===== src/rtl/vga_timing_pkg.sv =====
// Shared VGA raster timing definitions: 640x480@60 defaults, per-axis timing
// record and helpers that derive totals and sync windows from it.
package vga_timing_pkg;

  localparam int VGA_H_ACTIVE = 640;
  localparam int VGA_H_FP     = 16;
  localparam int VGA_H_SYNC   = 96;
  localparam int VGA_H_BP     = 48;
  localparam int VGA_V_ACTIVE = 480;
  localparam int VGA_V_FP     = 10;
  localparam int VGA_V_SYNC   = 2;
  localparam int VGA_V_BP     = 33;

  typedef struct packed {
    logic [15:0] active;
    logic [15:0] fp;
    logic [15:0] sync;
    logic [15:0] bp;
  } vga_axis_t;

  typedef struct packed {
    vga_axis_t h;
    vga_axis_t v;
  } vga_timing_t;

  function automatic vga_axis_t make_axis(input int active, input int fp,
                                          input int sync, input int bp);
    vga_axis_t a;
    a.active = 16'(active);
    a.fp     = 16'(fp);
    a.sync   = 16'(sync);
    a.bp     = 16'(bp);
    return a;
  endfunction

  function automatic int axis_total(input vga_axis_t a);
    return int'(a.active) + int'(a.fp) + int'(a.sync) + int'(a.bp);
  endfunction

  function automatic int sync_start(input vga_axis_t a);
    return int'(a.active) + int'(a.fp);
  endfunction

  // Half-open window [start, start+len), evaluated in 32-bit arithmetic.
  function automatic logic in_window(input int pos, input int start, input int len);
    return (pos >= start) && (pos < start + len);
  endfunction

endpackage


===== src/rtl/pix_en_div.sv =====
// Clock-enable divider: one-cycle strobe every DIV enabled cycles, registered.
// Enable low holds the phase and forces the strobe low; resuming keeps phase.
module pix_en_div #(
  parameter int DIV = 4,
  localparam int CNT_W = (DIV > 1) ? $clog2(DIV) : 1
) (
  input  logic clk,
  input  logic reset,
  input  logic enable,
  output logic strobe
);

  localparam logic [CNT_W-1:0] CNT_LAST = CNT_W'(DIV - 1);

  logic [CNT_W-1:0] cnt;

  always_ff @(posedge clk or posedge reset) begin
    if (reset) begin
      cnt    <= '0;
      strobe <= 1'b0;
    end else if (enable) begin
      if (cnt == CNT_LAST) begin
        cnt    <= '0;
        strobe <= 1'b1;
      end else begin
        cnt    <= cnt + CNT_W'(1);
        strobe <= 1'b0;
      end
    end else begin
      strobe <= 1'b0;
    end
  end

endmodule


===== src/rtl/vga_timing_gen.sv =====
// VGA raster generator: position, sync/blank decode and strobes all registered
// together, one cycle after each pixel strobe; enable low freezes everything.
module vga_timing_gen
  import vga_timing_pkg::*;
#(
  parameter int CLK_DIV   = 4,
  parameter int H_ACTIVE  = VGA_H_ACTIVE,
  parameter int H_FP      = VGA_H_FP,
  parameter int H_SYNC    = VGA_H_SYNC,
  parameter int H_BP      = VGA_H_BP,
  parameter int V_ACTIVE  = VGA_V_ACTIVE,
  parameter int V_FP      = VGA_V_FP,
  parameter int V_SYNC    = VGA_V_SYNC,
  parameter int V_BP      = VGA_V_BP,
  parameter bit HSYNC_POL = 1'b0,
  parameter bit VSYNC_POL = 1'b0,
  localparam vga_timing_t TIMING = '{h: make_axis(H_ACTIVE, H_FP, H_SYNC, H_BP),
                                     v: make_axis(V_ACTIVE, V_FP, V_SYNC, V_BP)},
  localparam int H_TOTAL  = axis_total(TIMING.h),
  localparam int V_TOTAL  = axis_total(TIMING.v),
  localparam int X_W      = $clog2(H_TOTAL),
  localparam int Y_W      = $clog2(V_TOTAL)
) (
  input  logic           CLK_40,
  input  logic           reset,
  input  logic           enable,
  output logic           pix_en,
  output logic [X_W-1:0] x_pos,
  output logic [Y_W-1:0] y_pos,
  output logic           hsync,
  output logic           vsync,
  output logic           active,
  output logic           line_start,
  output logic           frame_start
);

  localparam logic [X_W-1:0] X_LAST = X_W'(H_TOTAL - 1);
  localparam logic [Y_W-1:0] Y_LAST = Y_W'(V_TOTAL - 1);
  localparam int HS_START = sync_start(TIMING.h);
  localparam int VS_START = sync_start(TIMING.v);

  typedef enum logic {ST_IDLE, ST_RUN} state_t;

  state_t         state;
  logic [X_W-1:0] nx;
  logic [Y_W-1:0] ny;
  logic           hs_on;
  logic           vs_on;
  logic           act_on;

  pix_en_div #(.DIV(CLK_DIV)) u_pix_en_div (
    .clk    (CLK_40),
    .reset  (reset),
    .enable (enable),
    .strobe (pix_en)
  );

  // IDLE presents (0,0) on its first advance so the first displayed pixel is the origin.
  always_comb begin
    nx = x_pos;
    ny = y_pos;
    if (state == ST_IDLE) begin
      nx = '0;
      ny = '0;
    end else if (x_pos != X_LAST) begin
      nx = x_pos + X_W'(1);
    end else begin
      nx = '0;
      ny = (y_pos == Y_LAST) ? '0 : y_pos + Y_W'(1);
    end
  end

  always_comb begin
    hs_on  = in_window(int'(nx), HS_START, H_SYNC);
    vs_on  = in_window(int'(ny), VS_START, V_SYNC);
    act_on = (int'(nx) < H_ACTIVE) && (int'(ny) < V_ACTIVE);
  end

  always_ff @(posedge CLK_40 or posedge reset) begin
    if (reset) begin
      state       <= ST_IDLE;
      x_pos       <= '0;
      y_pos       <= '0;
      hsync       <= ~HSYNC_POL;
      vsync       <= ~VSYNC_POL;
      active      <= 1'b0;
      line_start  <= 1'b0;
      frame_start <= 1'b0;
    end else if (enable && pix_en) begin
      state       <= ST_RUN;
      x_pos       <= nx;
      y_pos       <= ny;
      hsync       <= hs_on ? HSYNC_POL : ~HSYNC_POL;
      vsync       <= vs_on ? VSYNC_POL : ~VSYNC_POL;
      active      <= act_on;
      line_start  <= (nx == '0);
      frame_start <= (nx == '0) && (ny == '0);
    end else begin
      line_start  <= 1'b0;
      frame_start <= 1'b0;
    end
  end

endmodule


===== config.mk =====
export PLATFORM = sky130hd
export DESIGN_NAME = vga_timing_gen
export DESIGN_NICKNAME = d
export VERILOG_FILES = /design/src/rtl/vga_timing_pkg.sv /design/src/rtl/pix_en_div.sv /design/src/rtl/vga_timing_gen.sv
export SDC_FILE = /design/constraint.sdc
export NUM_CORES = 1
export LEC_CHECK = 0
export CORE_ASPECT_RATIO = 0.6
export CORE_MARGIN = 8
export CORE_UTILIZATION = 37
export DETAILED_ROUTE_END_ITERATION = 8
export PLACE_DENSITY_LB_ADDON = 0.1
export SYNTH_ARGS = -nofsm -noshare
export SYNTH_HDL_FRONTEND = slang
export SYNTH_HIERARCHICAL = 1
export SYNTH_SLANG_ARGS = --single-unit

===== constraint.sdc =====
create_clock -name CLK_40 -period 2.2 [get_ports CLK_40]
set_input_delay 0.22 -clock CLK_40 [delete_from_list [all_inputs] [get_ports CLK_40]]
set_output_delay 0.22 -clock CLK_40 [all_outputs]
set_load 0.02 [all_outputs]

==> flow_summary.yaml <==
floorplanning:
  start_util_pct: 37.3
  die-area_sq_um: 8180
  boundaryPins: 29
  rows: 21
  fp.dieH_um: 73.4
  core-area_sq_um: 5440
  die_x_um: 112
route:
  wl_per_cell_um: 16.5
  drt_wl_total_mm: 6.27
  wirelength_met1_mm: 3.51
  viasPerCell: 5.44
  drtIter0Drc: 123
  routed.top_layer: "met4"
  route.detailed.drc: 0
  wl_met2_mm: 2.28
  dr_wl_met3_um: 459
  num_vias: 2068
  final_antenna_net_count: 0
  firstDrtPassIters: 5
sta:
  rsz0062_at_grt: "yes"
  hold_viol: 0
  slew_headroom_pct: 74.6
  fin_crit_ns: 2.17
  clock_skew_ns: 0.00818
  worst_slew_pin_slew_ns: 0.381
  setup_viol: 0
  fmax_mhz: 460
  drv_slew: 0
  fin_crit_sh_pct: 98.8
finish:
  layout.cells.most_common_list: "buf_4, nand2_1, clkdlybuf4s50_1"
  final_common_cell: "buf_4"
  final_area_sq_um: 2810
  drive_above_1_share_pct: 26.7
  antenna_cells: 0
  final_nets: 317
  areaGrowthSynthToFinish_pct: 38.7
worst_setup_path:
  reg2reg_from: "x_pos[1]"
  cp-start-kind: "register"
  critical_path_arrival_ns: 2.38
  reg2reg_slack_ns: 0.03
  r2r_cells: 7
  cp-end-kind: "register"
  timing.rr.end: "vsync"
  endpoint: "vsync"
  crit_fanout: 11
  crit_type: "register to register"
  crit_start: "x_pos[1]"
  crit_required_ns: 2.41
synthesis:
  yosysTopAreaCell: "dfrtp_1"
  synth_edf_count: 0
  ys_ff_latch: 29
  ys_types: 48
  synthArstFlopShare_pct: 100
  ys.flop_type: "dfrtp_1"
  netlist_instances: 244
  ys_seq_area_share_pct: 35.9
  ys_top_cells_by_area: "dfrtp_1, nand2_1, o21ai_0"
  synth_area_sq_um: 2030
  avgSynthCellArea_sq_um: 8.31
  ys_warn_count: 6
  synth_top_area_share_pct: 33.3
  synth_fp_nets: 251
clock_tree:
  clk_latency_ns: 0.29
  root_buffer: "clkbuf_8"
  cts_tree: "yes"
  clk_pin_slew_worst_paths_ns: 0.07
  cts_hold_buf: 0
  numCtsBuffers: 5
  ctsHtreeMaxLevel: 2
  cts_max_path_buffers: 2
  clock-sinks: 29
global_route:
  antenna_found_initial: 0
  grtUsageTotal_pct: 16.0
  grt_pass1_vias: 1864
  grt_pass1_wl_mm: 10.2
  grt-ovfl-total: 0
  grt_max_degree: 27
power:
  switching_share_pct: 32.5
  p_leak_nw: 1.18
  power.share.sequential_pct: 39.5
  combPwrFrac_pct: 32.8
  power_w: 0.00170
  vdd_drop_max_v: 0.000474
  p_int_w: 0.00115
  power_switching_w: 0.000554
  clock_power_share_pct: 27.8
  powerDensity_nw_per_um2: 606
place:
  finalWeightedCongestion: 0.864
  post_dp_cell_area_sq_um: 2680
  io_buffer_count: 28
  place_hpwl_mm: 4.83
run_status:
  status: "complete, no violations"
min_path:
  hold_class: "input port to asynchronous set/reset pin"
job:
  maxCapViolations: 0
final cells by class:
| class | count | area, sq um |
|---|---|---|
| tap | 69 | 86.3 |
| sequential | 29 | 736 |
| clock buffer | 8 | 90.1 |
| fill | 543 | 2630 |
| timing repair buffer | 78 | 659 |
| multi-input combinational | 190 | 1220 |
| inverter | 6 | 22.5 |
power groups by stage:
| stage | Sequential (W) | Clock [W] | Combinational, W |
|---|---|---|---|
| floorplan | 0.000754 | 0 | 0.000239 |
| global placement | 0.000684 | 0 | 0.000563 |
| detailed placement | 0.000684 | 0 | 0.000560 |
| CTS | 0.000674 | 0.000483 | 0.000563 |
| global route | 0.000681 | 0.000514 | 0.000621 |
| finish | 0.000673 | 0.000473 | 0.000559 |
synth_stat cells, types with 3 or more instances:
cell and instances:
nand2_1 40, dfrtp_1 27, o21ai_0 24, clkbuf_1 15, nand3_1 13, nor2_1 11
o31ai_1 11, nor3_1 8, xnor2_1 8, a21oi_1 7, nand4_1 7, inv_1 6
a31oi_1 5, and3_1 5, ha_1 4, and2_1 3, buf_4 3, mux2_2 3
mux2i_1 3, nor4_1 3, o211ai_1 3
state kept, by name, indices dropped and copies added, names as in the netlist:
| register | count |
|---|---|
| u_pix_en_div/cnt | 2 |
| hsync | 1 |
| y_pos | 10 |
| line_start | 1 |
| frame_start | 1 |
| state | 1 |
| vsync | 1 |
| active | 1 |
| x_pos | 10 |
| u_pix_en_div/strobe | 1 |
cell families after synthesis:
kind of cell / synth area share, %
AO/OA/AOI/OAI: 21.3
buffers and inverters: 5.55
adder cells (fa/ha/maj): 2.47
AND/OR/NAND/NOR: 27.8
flip-flops: 35.9
multiplexers: 3.15
XOR/XNOR: 3.89
stage by stage:
step           utilization [%]  setup TNS, ns  setup WS [ns]  instances  hold slack (ns)
2_1_floorplan                -        -0.0747        -0.0747        244          -0.0264
3_3_place_gp              49.3              0         0.0701        368            0.435
3_5_place_dp              49.3              0         0.0121        368            0.431
4_1_cts                   51.0              0       0.000754        376            0.126
5_1_grt                   51.7        -0.0265        -0.0244        380            0.130
6_report                  51.7              0         0.0269        380            0.129
critical path, stage by stage, from the launching register on:
cell and delay [ns]:
dfrtp_2 0.43, ha_4 0.18, and4_2 0.24, nand3_4 0.10, buf_6 0.17, o21ai_4 0.08, or4_4 0.55, o32a_1 0.34
worst min-delay path by stage:
stage                     start             endpoint  slack, ns  cells past startpoint
after floorplan           reset  u_pix_en_div/cnt[0]      -0.03                      1
after detailed placement  reset  u_pix_en_div/strobe       0.43                      2
final                     reset  u_pix_en_div/strobe       0.13                      2
after CTS                 reset  u_pix_en_div/cnt[1]       0.13                      2
after global placement    reset  u_pix_en_div/cnt[1]       0.44                      2
after global routing      reset  u_pix_en_div/strobe       0.13                      2
repair_timing:
item / in CTS / in global routing
endpoints found under the hold margin: 0 / 0
gates resized for setup: 0 / 5
setup endpoints to repair: 0 / 2
buffers inserted: 0 / 4
per-layer routing:
metal  vias up  global-route usage [%]
li1       1031                       -
met1       968                    25.3
met2        65                    19.9
met3         4                    4.68
met4         0                    2.71
met5         -                       0
(Power assumes the default switching activity.)
